File: config.mk
export PLATFORM = sky130hd
export DESIGN_NAME = ddr_capture_fifo
export DESIGN_NICKNAME = d
export VERILOG_FILES = /design/src/rtl/ddr_capture_fifo.sv
export SDC_FILE = /design/constraint.sdc
export NUM_CORES = 1
export LEC_CHECK = 0
export ABC_AREA = 1
export BUFFER_PORTS_ARGS = -buffer_cell sky130_fd_sc_hd__buf_2
export CAP_MARGIN = 25
export CORE_ASPECT_RATIO = 0.5
export CORE_MARGIN = 10
export CORE_UTILIZATION = 40
export DETAILED_ROUTE_END_ITERATION = 7
export PLACE_DENSITY = 0.7
export REMOVE_ABC_BUFFERS = 1
export SYNTH_ARGS = -nofsm -noshare
export SYNTH_HDL_FRONTEND = slang
export SYNTH_SLANG_ARGS = --single-unit
File: constraint.sdc
create_clock -name clk -period 2 [get_ports clk]
set_clock_uncertainty 0.2 [all_clocks]
set_input_delay 0.4 -clock clk [delete_from_list [all_inputs] [get_ports clk]]
set_output_delay 0.4 -clock clk [all_outputs]
set_load 0.01 [all_outputs]
File: src/rtl/ddr_capture_fifo.sv
// Dual-edge input capture: pairs posedge/negedge samples into one word and
// buffers the words in a DEPTH-entry FIFO that drains on a valid/ready port.
//
// Ports:
//   clk        single clock; both edges are used for capture
//   rst        synchronous active-high reset
//   en         capture enable, sampled at posedge
//   data       WIDTH-bit sampled bus
//   out_ready  consumer accepts the head word
//   out_valid  FIFO non-empty
//   out_data   head word {neg_sample, pos_sample}; zero when empty
//   out_level  current occupancy
//   overflow   sticky; set when a pair was dropped
//   q_pos      posedge capture register (monitor)
//   q_neg      negedge capture register (monitor)
module ddr_capture_fifo #(
  parameter int WIDTH = 8,
  parameter int DEPTH = 4,
  parameter int DDR   = 1,
  parameter logic [WIDTH-1:0] POS_INIT = '0,
  parameter logic [WIDTH-1:0] NEG_INIT = '1
) (
  input  logic                     clk,
  input  logic                     rst,
  input  logic                     en,
  input  logic [WIDTH-1:0]         data,
  input  logic                     out_ready,
  output logic                     out_valid,
  output logic [2*WIDTH-1:0]       out_data,
  output logic [$clog2(DEPTH):0]   out_level,
  output logic                     overflow,
  output logic [WIDTH-1:0]         q_pos,
  output logic [WIDTH-1:0]         q_neg
);

  localparam int AW = $clog2(DEPTH);
  localparam int LW = AW + 1;
  localparam logic [LW-1:0] FULL = LW'(DEPTH);

  logic [WIDTH-1:0]   pos_q, pos_d;
  logic [WIDTH-1:0]   neg_q;
  logic               en_d_q, en_d_d;
  logic [AW-1:0]      wptr_q, wptr_d;
  logic [AW-1:0]      rptr_q, rptr_d;
  logic [LW-1:0]      level_q, level_d;
  logic               ovf_q, ovf_d;
  logic [2*WIDTH-1:0] mem_q [DEPTH];

  logic               push;
  logic               pop;
  logic               acc;
  logic [2*WIDTH-1:0] word;

  // en_d_q marks a beat whose posedge sample is in pos_q; its negedge
  // partner lands in neg_q before the next posedge, where the pair is pushed.
  always_comb begin
    pos_d   = en ? data : pos_q;
    en_d_d  = en;
    push    = en_d_q;
    pop     = (level_q != '0) && out_ready;
    acc     = push && ((level_q != FULL) || pop);
    word    = (DDR != 0) ? {neg_q, pos_q}
                         : {{WIDTH{1'b0}}, pos_q};
    wptr_d  = acc ? wptr_q + 1'b1 : wptr_q;
    rptr_d  = pop ? rptr_q + 1'b1 : rptr_q;
    level_d = level_q;
    unique case ({acc, pop})
      2'b10:   level_d = level_q + 1'b1;
      2'b01:   level_d = level_q - 1'b1;
      default: level_d = level_q;
    endcase
    ovf_d   = ovf_q | (push & ~acc);
  end

  always_ff @(posedge clk) begin
    if (rst) begin
      pos_q   <= POS_INIT;
      en_d_q  <= 1'b0;
      wptr_q  <= '0;
      rptr_q  <= '0;
      level_q <= '0;
      ovf_q   <= 1'b0;
    end else begin
      pos_q   <= pos_d;
      en_d_q  <= en_d_d;
      wptr_q  <= wptr_d;
      rptr_q  <= rptr_d;
      level_q <= level_d;
      ovf_q   <= ovf_d;
      if (acc) mem_q[wptr_q] <= word;
    end
  end

  // In SDR mode the negedge register never captures.
  always_ff @(negedge clk) begin
    if (rst || DDR == 0) begin
      neg_q <= NEG_INIT;
    end else if (en_d_q) begin
      neg_q <= data;
    end
  end

  assign out_valid = (level_q != '0);
  assign out_data  = out_valid ? mem_q[rptr_q] : '0;
  assign out_level = level_q;
  assign overflow  = ovf_q;
  assign q_pos     = pos_q;
  assign q_neg     = neg_q;

endmodule

* After elaboration in Yosys (flattened, before gate mapping)
Memories as Yosys holds them, arrays and structs flattened. A register that Yosys moved wholly into a read port is not among the register bits. Index checks and enable logic that the tools add are counted.
Operators by class: bitwise operators 3, eq/ne operators 3, reduce and logical (&&, ||, !) cells 5, $add $sub $neg 4, multiplexer cells 7
Operator list (count):
- 2-to-1 mux 16 bit | 1
- one-hot mux 3 bit (2 select lines) | 1
- adder 2 x 1 -> 2 bit, second input constant | 2
- 2-to-1 mux 2 bit | 2
- adder 3 x 1 -> 3 bit, second input constant | 1
- 2-to-1 mux 1 bit | 3
- inequality test 3 bit, second input constant | 1
- nonzero test 3 bit | 1
- subtractor 3 x 1 -> 3 bit, second input constant | 1
- == test 2 x 1 -> 1 bit, second input constant | 1
- == test 2 bit, second input constant | 1
- logical AND 1 bit | 2
- nonzero test 2 bit | 1
- bitwise AND 1 bit | 1
- logical OR 1 bit | 1
- inverter 1 bit | 1
- OR 1 bit | 1
Word-level totals: word-level logic and storage cells 30, bits in registers 25, memory bits (writable) 64, memories kept 1
Memory list:
- mem_q | depth 4, width 16, rd ports 1, clocked after Yosys merged registers in 1, wr ports 1, line 47 | logic [2*WIDTH-1:0] mem_q [DEPTH];

* Logic depth before layout (Yosys ltp)
word-level depth 7, gate-level depth with buffers 11, mapped depth without buffers 11

==> results by stage <==
Run status:
- The final reports fail on negative setup slack.
- The flow ran to the end, but the final reports show violations.

Floorplanning:
- The area of the die is 13400 um2.
- In this run the horizontal extent of the chip is 154 um.
- Pin placement for this block handled 49 I/O pins.
- The height of the die is 87.1 um.
- The area of the core is 8740 um2.
- The starting density of the core is 0.412.
- Row generation in the floorplan step produced 24 rows.

Placed design:
- The congestion estimate from routability-driven global placement came to 0.806.
- Buffers placed on the I/O ports in this run total 48.
- Summed over all nets, the half-perimeter wirelength after detailed placement is 5660 um.
- After detailed placement, the design holds a cell count of 515.

Timing:
- The remaining max-slew budget at the tightest pin is 0.828.
- The slew at the pin with the worst max-slew slack is 0.257 ns.
- The setup slack after layout is -0.441 ns.
- Setup total negative slack on the finished layout was measured at -3.78 ns.
- Setup repair after global routing could not meet its margin everywhere.
- Setup violations remaining at the end of the flow were counted as 23.
- The number of pins with negative max-slew slack in the final report is 0.
- The final count of hold timing violations is 0.

Setup path:
- The setup path with the least slack is of type reg -> out.
- The kind of start point of the critical path is a flop.
- The source of the worst register-to-register timing path is q_neg[1].
- The critical path endpoint category is a primary output.
- Of all nets on the critical path, the largest fanout is 2.
- The critical-path cell with the highest stage delay is sky130_fd_sc_hd__dfxtp_2.
- The worst setup slack for register-to-register paths is 0.02 ns.
- Together, buffers and inverters on the worst path number 1.
- The largest single stage delay on the critical path is 0.34 ns.
- Counting cells, the worst reg-to-reg path comes to 1.
- The critical register-to-register path endpoint is mem_q[0][9].
- At the worst endpoint, the arrival time is 1.84 ns.
- The worst endpoint required time is 1.40 ns.
- On the critical path the largest part of the delay comes from flip-flops.
- Traced cell by cell, the critical path runs through buf_6.

Global route:
- The wire length of the first global-routing pass is 13800 um.
- The initial antenna violation count was 0.
- In the global route stage, met1 resource usage came out at 0.157.
- The overall routing resource usage is 0.132.
- The maximum number of pins on one net before global-route repair is 17.
- In the global route stage, met3 resource usage came out at 0.0380.
- The via count of the first global-routing pass was 2629.
- The peak-usage layer in the global routing report is met2.
- The total overflow left after global routing is 0.
- For met2 alone, demand over resource in global routing was 0.225.

Pwr:
- Summed over all cells, the static leakage comes to 1.95 nW.
- The power density over the cells is 1060 nW/um2.
- The maximum vdd drop is 0.553 mV.

Logic synthesis:
- The total standard cell area after synthesis is 3600 um2.
- The Yosys step of the flow raised 0 warnings.
- Counting distinct cell types in the post-synthesis netlist gives 25.
- The synthesized area divided by synthesized cell count is 10.8 um2.
- The share of synthesized area in the top cell type comes to 0.534.
- The register bit total from synthesis is 91.
- The sequential fraction of the synthesis area is 0.684.
- The number of cells produced by synthesis is 334.
- Yosys attributes the largest share of cell area to sky130_fd_sc_hd__edfxtp_1, sky130_fd_sc_hd__dfxtp_1, sky130_fd_sc_hd__nor2_1.
- The cell taking the most area after synthesis is sky130_fd_sc_hd__edfxtp_1.

Final layout:
- The library cells used most frequently in the layout, excluding fill and tap cells, are sky130_fd_sc_hd__nor2_1, sky130_fd_sc_hd__edfxtp_1, sky130_fd_sc_hd__buf_2.
- The library cell used most frequently in the layout, excluding fill and tap cells, is sky130_fd_sc_hd__nor2_1.
- Relative to the synthesized area, the layout overhead comes to 34.0%.
- The final-stage net count is 438.
- The number of diodes added for antenna fixing is 0.
- The proportion of layout cells with a drive suffix above 1 is 0.350.
- After the flow finishes, the layout carries non-filler instances totaling 543.

Routing:
- After the first detailed-routing iteration, the DRC count stood at 180.
- The number of iterations in the first detailed-routing pass is 4.
- The remaining routing DRC violations is 0.
- The total via count in the routed design is 2627.
- The mean routed wirelength per cell is 16.1 um.
- The number of nets with antenna violations after detailed routing is 0.
- The detailed-route wire length is 8750 um.
- The via density per instance is 4.84.

Clocking:
- The clock passes through at most 2 buffers.
- The number of buffers inserted during clock tree synthesis is 9.
- The H-tree generated during clock tree synthesis spans 3 levels.
- The later pin in the worst-skew pair is clocked with a latency of 0.39 ns.
- The root buffer cell is sky130_fd_sc_hd__clkbuf_16.
- The TritonCTS clock tree is built.
- The clock edge transition at the registers on the reported setup and hold paths is 0.06 ns.
- The clock sink total is 91.

Hold path:
- The type of the worst min-delay path is in -> reg.
- The worst hold path terminates at q_pos[1].
- The startpoint identified for the worst hold timing path is data[1].
- The number of instances on the worst hold path is 3.

Job:
- Max-cap violations in this run came to 0.
[layout make-up]
type | count | area, um2
clock inverters | 13 | 75.1
inverters | 20 | 85.1
multi-input cells | 207 | 1110
fillers | 711 | 3910
clock buffers | 11 | 264
repair buffers | 84 | 667
well taps | 117 | 146
flip-flops and latches | 91 | 2480
[logic make-up after synthesis]
family                   synth area share
AND/OR/NAND/NOR                     0.158
adder cells (fa/ha/maj)            0.0195
flip-flops                          0.684
buffers and inverters              0.0441
AO/OA/AOI/OAI                      0.0942
[synthesized netlist by cell type, drive strengths merged]
cell type  count
o21a           1
ha             4
and2           1
o21ai         43
buf            9
dfxtp         27
fa             1
nand4          2
nand2         27
inv           20
edfxtp        64
a21oi         21
clkinv         1
nand3         11
clkbuf         6
nor2          96
[metrics by stage]
step / utilization / area (um2) / hold WS [ns] / setup WS [ns] / power [W]
3_3_place_gp: 0.480 / 4200 / 0.246 / -0.103 / 0.00320
5_1_grt: 0.552 / 4820 / 0.135 / -0.463 / 0.00535
2_1_floorplan: - / 3530 / 0.244 / -0.218 / 0.00274
3_5_place_dp: 0.480 / 4200 / 0.250 / -0.134 / 0.00322
4_1_cts: 0.543 / 4750 / 0.118 / -0.445 / 0.00512
6_report: 0.552 / 4820 / 0.125 / -0.441 / 0.00511
[how the worst max path moves through the flow]
stage | cells after the start | end | start | slack (ns)
floorplan | 3 | out_data[14] | flop | -0.22
global placement | 4 | q_neg[6] | rst | -0.10
detailed placement | 4 | q_neg[5] | rst | -0.13
CTS | 1 | q_neg[3] | q_neg[3] | -0.45
global route | 1 | q_neg[3] | q_neg[3] | -0.46
finish | 1 | q_neg[3] | q_neg[3] | -0.44
[state kept, by name (all words and copies together) (netlist names), named ones only]
name,flops
q_pos,8
rptr_q,2
en_d_q,1
mem_q,64
overflow,1
out_level,3
wptr_q,2
q_neg,8
[per-layer routing]
| layer | part of all wire | wire length [um] | vias to the layer above |
|---|---|---|---|
| met5 | 0 | 0 | - |
| met4 | 0.011 | 97 | 0 |
| met3 | 0.063 | 548 | 6 |
| met2 | 0.51 | 4450 | 69 |
| met1 | 0.42 | 3650 | 1246 |
| li1 | - | - | 1306 |
[power by group]
group | switching (W) | internal, W | total (W)
Clock | 0.000718 | 0.00104 | 0.00176
Combinational | 0.000670 | 0.000502 | 0.00117
Sequential | 0.0000775 | 0.00210 | 0.00218
Total | 0.00147 | 0.00364 | 0.00511
[repair_timing]
action                     CTS  global route
pin swaps                    9            32
setup buffers                4             0
cloned                       3             0
hold endpoints to repair     0             0
gates resized for setup     58            46
setup endpoints to repair   24            51
hold buffers                 0             0
Power figures use the tool's default switching activity.
